## config.mk

```make
export PLATFORM = sky130hd
export DESIGN_NAME = tjmono_readout_ctrl
export DESIGN_NICKNAME = d
export VERILOG_FILES = /design/src/rtl/tjmono_readout_ctrl.sv
export SDC_FILE = /design/constraint.sdc
export NUM_CORES = 1
export LEC_CHECK = 0
export ABC_AREA = 1
export CAP_MARGIN = 25
export CORE_UTILIZATION = 52
export DETAILED_ROUTE_END_ITERATION = 16
export GPL_ROUTABILITY_DRIVEN = 0
export PLACE_DENSITY = 0.79
export SYNTH_ARGS = -nofsm -noshare
export SYNTH_HDL_FRONTEND = slang
export SYNTH_SLANG_ARGS = --single-unit
```

## constraint.sdc

```tcl
create_clock -name CLK -period 2.7 [get_ports CLK]
set_clock_uncertainty 0.05 [all_clocks]
set_input_delay 0.675 -clock CLK [delete_from_list [all_inputs] [get_ports CLK]]
set_output_delay 0.675 -clock CLK [all_outputs]
set_load 0.05 [all_outputs]
```

## src/rtl/tjmono_readout_ctrl.sv

```systemverilog
// rtl/tjmono_readout_ctrl.sv - TJ-Monopix dual-flavour readout sequencer
// Round-robin grant between flavours A/B, then freeze / read-pulse / release framing.
module tjmono_readout_ctrl #(
  parameter int unsigned FREEZE_DLY  = 4,
  parameter int unsigned READ_HI_LEN = 1,
  parameter int unsigned READ_LO_LEN = 3,
  parameter int unsigned RELEASE_LEN = 2,
  parameter int unsigned MAX_WORDS   = 1024
) (
  input  logic        CLK,
  input  logic        RST,
  input  logic        ENABLE,
  input  logic        EN_A,
  input  logic        EN_B,
  input  logic        TOK_A,
  input  logic        TOK_B,
  output logic        FREEZE_A,
  output logic        FREEZE_B,
  output logic        READ_A,
  output logic        READ_B,
  output logic        SEL,
  output logic        DATA_STROBE,
  output logic        BUSY,
  output logic        FRAME_DONE,
  output logic        OVERFLOW,
  output logic [15:0] WORD_CNT,
  output logic [15:0] FRAME_CNT
);

  typedef enum logic [2:0] {
    ST_IDLE, ST_FREEZE, ST_READ_HI, ST_READ_LO, ST_RELEASE
  } state_t;

  localparam logic [7:0]  LEN_FREEZE  = 8'(FREEZE_DLY);
  localparam logic [7:0]  LEN_HI      = 8'(READ_HI_LEN);
  localparam logic [7:0]  LEN_LO      = 8'(READ_LO_LEN);
  localparam logic [7:0]  LEN_REL     = 8'(RELEASE_LEN);
  localparam logic [15:0] WORD_LIMIT  = 16'(MAX_WORDS);

  state_t      state_q, state_d;
  logic [7:0]  cnt_q, cnt_d;
  logic        tok_a_meta_q, tok_a_meta_d, ts_a_q, ts_a_d;
  logic        tok_b_meta_q, tok_b_meta_d, ts_b_q, ts_b_d;
  logic        gnt_b_q, gnt_b_d, last_b_q, last_b_d, sel_q, sel_d;
  logic        freeze_a_q, freeze_a_d, freeze_b_q, freeze_b_d;
  logic        read_a_q, read_a_d, read_b_q, read_b_d;
  logic        strobe_q, strobe_d, busy_q, busy_d;
  logic        frame_done_q, frame_done_d, overflow_q, overflow_d;
  logic [15:0] word_cnt_q, word_cnt_d, frame_cnt_q, frame_cnt_d;
  logic        req_a, req_b, ts_gnt, frame_active;
  logic [15:0] word_inc;

  always_comb begin
    tok_a_meta_d = TOK_A;
    ts_a_d       = tok_a_meta_q;
    tok_b_meta_d = TOK_B;
    ts_b_d       = tok_b_meta_q;
    state_d      = state_q;
    cnt_d        = cnt_q - 8'd1;
    gnt_b_d      = gnt_b_q;
    last_b_d     = last_b_q;
    sel_d        = sel_q;
    word_cnt_d   = word_cnt_q;
    frame_cnt_d  = frame_cnt_q;
    strobe_d     = 1'b0;
    frame_done_d = 1'b0;
    overflow_d   = 1'b0;
    req_a        = ENABLE & EN_A & ts_a_q;
    req_b        = ENABLE & EN_B & ts_b_q;
    ts_gnt       = gnt_b_q ? ts_b_q : ts_a_q;
    word_inc     = word_cnt_q + 16'd1;

    case (state_q)
      ST_IDLE: begin
        cnt_d = cnt_q;
        if (req_a | req_b) begin
          // On a tie the flavour not served last wins.
          gnt_b_d    = req_b & (~req_a | ~last_b_q);
          last_b_d   = gnt_b_d;
          sel_d      = gnt_b_d;
          word_cnt_d = 16'd0;
          state_d    = ST_FREEZE;
          cnt_d      = LEN_FREEZE;
        end
      end
      ST_FREEZE: begin
        if (cnt_q == 8'd1) begin
          state_d = ST_READ_HI;
          cnt_d   = LEN_HI;
        end
      end
      ST_READ_HI: begin
        if (cnt_q == 8'd1) begin
          state_d = ST_READ_LO;
          cnt_d   = LEN_LO;
        end
      end
      ST_READ_LO: begin
        if (cnt_q == 8'd1) begin
          strobe_d   = 1'b1;
          word_cnt_d = word_inc;
          if (word_inc == WORD_LIMIT) begin
            overflow_d = 1'b1;
            state_d    = ST_RELEASE;
          end else if (ts_gnt) begin
            state_d = ST_READ_HI;
            cnt_d   = LEN_HI;
          end else begin
            state_d = ST_RELEASE;
          end
          if (state_d == ST_RELEASE) begin
            frame_done_d = 1'b1;
            frame_cnt_d  = frame_cnt_q + 16'd1;
            cnt_d        = LEN_REL;
          end
        end
      end
      ST_RELEASE: begin
        if (cnt_q == 8'd1) state_d = ST_IDLE;
      end
      default: state_d = ST_IDLE;
    endcase

    // Chip lines are registered from the next state so they align with state entry.
    frame_active = (state_d == ST_FREEZE) | (state_d == ST_READ_HI) | (state_d == ST_READ_LO);
    freeze_a_d   = frame_active & ~gnt_b_d;
    freeze_b_d   = frame_active & gnt_b_d;
    read_a_d     = (state_d == ST_READ_HI) & ~gnt_b_d;
    read_b_d     = (state_d == ST_READ_HI) & gnt_b_d;
    busy_d       = (state_d != ST_IDLE);
  end

  always_ff @(posedge CLK or posedge RST) begin
    if (RST) begin
      state_q      <= ST_IDLE;
      cnt_q        <= 8'd0;
      tok_a_meta_q <= 1'b0;
      ts_a_q       <= 1'b0;
      tok_b_meta_q <= 1'b0;
      ts_b_q       <= 1'b0;
      gnt_b_q      <= 1'b0;
      last_b_q     <= 1'b1;
      sel_q        <= 1'b0;
      freeze_a_q   <= 1'b0;
      freeze_b_q   <= 1'b0;
      read_a_q     <= 1'b0;
      read_b_q     <= 1'b0;
      strobe_q     <= 1'b0;
      busy_q       <= 1'b0;
      frame_done_q <= 1'b0;
      overflow_q   <= 1'b0;
      word_cnt_q   <= 16'd0;
      frame_cnt_q  <= 16'd0;
    end else begin
      state_q      <= state_d;
      cnt_q        <= cnt_d;
      tok_a_meta_q <= tok_a_meta_d;
      ts_a_q       <= ts_a_d;
      tok_b_meta_q <= tok_b_meta_d;
      ts_b_q       <= ts_b_d;
      gnt_b_q      <= gnt_b_d;
      last_b_q     <= last_b_d;
      sel_q        <= sel_d;
      freeze_a_q   <= freeze_a_d;
      freeze_b_q   <= freeze_b_d;
      read_a_q     <= read_a_d;
      read_b_q     <= read_b_d;
      strobe_q     <= strobe_d;
      busy_q       <= busy_d;
      frame_done_q <= frame_done_d;
      overflow_q   <= overflow_d;
      word_cnt_q   <= word_cnt_d;
      frame_cnt_q  <= frame_cnt_d;
    end
  end

  assign FREEZE_A    = freeze_a_q;
  assign FREEZE_B    = freeze_b_q;
  assign READ_A      = read_a_q;
  assign READ_B      = read_b_q;
  assign SEL         = sel_q;
  assign DATA_STROBE = strobe_q;
  assign BUSY        = busy_q;
  assign FRAME_DONE  = frame_done_q;
  assign OVERFLOW    = overflow_q;
  assign WORD_CNT    = word_cnt_q;
  assign FRAME_CNT   = frame_cnt_q;

endmodule

```

==> flow_summary_export.csv, run 1 <==
group,metric,value,unit
worst_setup_path,reg2reg_slack,0.35,ns
global_route,grt_pass1_vias,2592,
detailed_routing,wl,6680,um
clocking,cts_made_buffers,9,
timing,worstMarginPinSlew,0.583,ns
worst_setup_path,start_kind,"register",
placement,hpwl,4910,um
floorplanning,start_util,0.539,
finish,multiInputGateArea,0.00147,mm^2
clocking,clock_path_buffers,2,
worst_setup_path,worst-path-stages,1,
worst_setup_path,path_cells,"clkdlybuf4s50_1",
timing,timing.setup.tns,0,ns
floorplanning,coreArea,0.00592,mm^2
floorplanning,row_count,28,
worst_setup_path,critPathLaunch,"WORD_CNT[2]",
power_and_ir_drop,leakagePower,1.73,nW
floorplanning,ios,48,
logic_synthesis,syn-num-nets,419,
worst_setup_path,path_max_fanout,8,
timing,fmax,421,MHz
finish,seq_area,0.00145,mm^2
power_and_ir_drop,power.total,2.58,mW
detailed_routing,drtIter0Drc,124,
clocking,clock_latency,0.33,ns
logic_synthesis,ys_ff_latch,58,
global_route,grt_max_degree,48,
worst_setup_path,timing.rr.end,"FRAME_CNT[13]",
logic_synthesis,syn_avg_cell_area,7.82,um^2
clocking,cts_resized,0,
floorplanning,die-area,0.00646,mm^2
logic_synthesis,synth_area,0.00319,mm^2
logic_synthesis,synth_compound_area_frac,0.0847,
detailed_routing,vias,2822,
global_route,grt_pass1_wl,11400,um
finish,area_growth,23.7,%
job,cap_violations,0,
finish,nNetsFinal,476,
logic_synthesis,yosysWarningCount,0,
logic_synthesis,ys_seq_area_frac,0.455,
worst_setup_path,critPathArrivalTime,1.65,ns
hold_path,min_path_type,"reg2reg",
worst_setup_path,rr_startpoint,"WORD_CNT[1]",
worst_setup_path,crit_buf_inv,1,
worst_setup_path,crit_family,"buffers and inverters",
logic_synthesis,synth_cells,408,
logic_synthesis,synthXorXnorAreaFrac,0.0466,
clocking,clock-sinks,58,
timing,rsz0062_at_grt,"false",
logic_synthesis,synth.mux.area_fraction,0,
power_and_ir_drop,pwr_density_cell,653,mW/mm^2
finish,fin_cells,545,
global_route,grt_overflow_total,0,
detailed_routing,drc,0,
global_route,grtUsageTotal,0.233,
placement,place_inst,529,
clocking,ctsRootBufferMaster,"clkbuf_8",
detailed_routing,wl_per_cell,12.2,um
clocking,clk_pin_slew,0.06,ns
clocking,ctsHoldBuffers,0,
outcome,status,"complete, no violations",
finish,diodes,0,
worst_setup_path,worstSetupEndpoint,"WORD_CNT[2]",
logic_synthesis,synth_top_family_by_area,"simple AND/OR/NAND/NOR gates",
detailed_routing,antenna_left,0,
worst_setup_path,max_stage_delay,0.85,ns
global_route,antenna_found_initial,0,
logic_synthesis,synth-adder-area-share,0.0157,
worst_setup_path,path_class,"reg2out",
detailed_routing,vias_per_cell,5.18,
timing,min_period,2.38,ns
floorplanning,dieHeight,80.3,um
logic_synthesis,yosysUniqueCellTypes,28,
clocking,h-tree-depth,3,
timing,finalHoldViolCount,0,
worst_setup_path,crit_path_end_kind,"primary output",
detailed_routing,firstDrtPassIters,4,
timing,slew_headroom,0.607,
clocking,cts_tree,"yes",
timing,setup_viol,0,
finish,fillers,480,
timing,slew_violations,0,
finish,layout-drive-gt1-share,0.117,
timing,period_share,0.880,
logic_synthesis,yosys.area_share.simple,0.312,
worst_setup_path,critPathRequiredTime,1.98,ns
power_and_ir_drop,ir_drop,720,uV
floorplanning,fp.dieW,80.3,um
worst_setup_path,rr_worst_depth,14,
worst_setup_path,cp_slowest_cell,"clkdlybuf4s50_1",
clocking,post_cts_buffers,0,
placement,portBuffers,47,
worst min path at each step:
| stage | from | to | slack (ns) | depth (start not counted) |
|---|---|---|---|---|
| 2_1_floorplan | tok_a_meta_q | ts_a_q | 0.28 | 0 |
| 3_3_place_gp | tok_b_meta_q | ts_b_q | 0.28 | 0 |
| 3_5_place_dp | tok_a_meta_q | ts_a_q | 0.28 | 0 |
| 4_1_cts | tok_a_meta_q | ts_a_q | 0.30 | 0 |
| 5_1_grt | tok_a_meta_q | ts_a_q | 0.30 | 0 |
| 6_report | tok_a_meta_q | ts_a_q | 0.30 | 0 |
power breakdown:
part / switching [mW] / leakage (nW) / total, mW / internal (mW)
Combinational: 0.517 / 0.856 / 0.753 / 0.236
Clock: 0.344 / 0.0944 / 0.748 / 0.405
Sequential: 0.0892 / 0.779 / 1.08 / 0.989
layer usage:
metal,share of wire,vias to the layer above,track usage,routed length (um)
met5,0,-,0,0
met4,0.018,0,0.104,121
met1,0.45,1306,0.301,2980
met3,0.064,12,0.0602,426
li1,-,1404,-,-
met2,0.47,100,0.367,3150
Yosys cell counts (all sizes together):
| cell | n | area (um^2) |
|---|---|---|
| nand2 | 114 | 468 |
| inv | 64 | 240 |
| dfrtp | 57 | 1430 |
| nor2 | 51 | 229 |
| o21ai | 32 | 201 |
| nand3 | 31 | 178 |
| nand4 | 11 | 68.8 |
| xor2 | 9 | 78.8 |
| nor3 | 8 | 40.0 |
| xnor2 | 8 | 70.1 |
| a21oi | 6 | 30.0 |
| o22ai | 5 | 31.3 |
| buf | 4 | 32.5 |
| ha | 4 | 50.1 |
| dfstp | 1 | 26.3 |
| nand3b | 1 | 7.51 |
| nor4 | 1 | 6.26 |
| o31ai | 1 | 7.51 |
registers in the layout, indices dropped and copies added (netlist names), 3 cells and up:
| name | count |
|---|---|
| state_q | 3 |
| WORD_CNT | 16 |
| cnt_q | 8 |
| FRAME_CNT | 16 |
layout by cell type (no fill, tap or decap), drive strengths merged:
cell	n
nand3	31
clkdlybuf4s50	47
o22ai	5
clkbuf	12
clkinv	2
clkinvlp	2
xnor2	8
nor2	51
nor4	1
inv	64
nand3b	1
buf	3
o31ai	1
ha	4
a21oi	6
nand2	114
dfrtp	57
dfstp	1
o21ai	32
nand4	11
xor2	9
nor3	8
kinds of logic after synthesis:
group | Yosys count
adders and majority gates | 4
buffers and inverters | 68
DFF | 58
AOI/OAI and AO/OA | 44
and+or+nand+nor | 217
xor gates and xnor gates | 17
per-stage QoR:
| step | hold WS, ns | util | setup slack (ns) | area (um^2) |
|---|---|---|---|---|
| after floorplan | 0.281 | - | 0.273 | 3190 |
| after global placement | 0.284 | 0.635 | 0.356 | 3760 |
| after detailed placement | 0.285 | 0.635 | 0.331 | 3760 |
| after CTS | 0.300 | 0.667 | 0.299 | 3950 |
| after global routing | 0.304 | 0.667 | 0.0965 | 3950 |
| final | 0.298 | 0.667 | 0.323 | 3950 |
cell type report:
cell class	instances	area share
Multi-Input combinational cell	282	0.371
Inverter	64	0.0608
Sequential cell	58	0.368
Timing Repair Buffer	50	0.128
Clock buffer	12	0.0418
Tap cell	75	0.0238
Clock inverter	4	0.00634
Power figures use the tool's default switching activity.
==> run 2: changes to the inputs <==
Settings changed: CTS_CLUSTER_SIZE from default to 20.
==> results of run 2 <==
The final DEF is identical to that of run 1; final timing and power are the same.
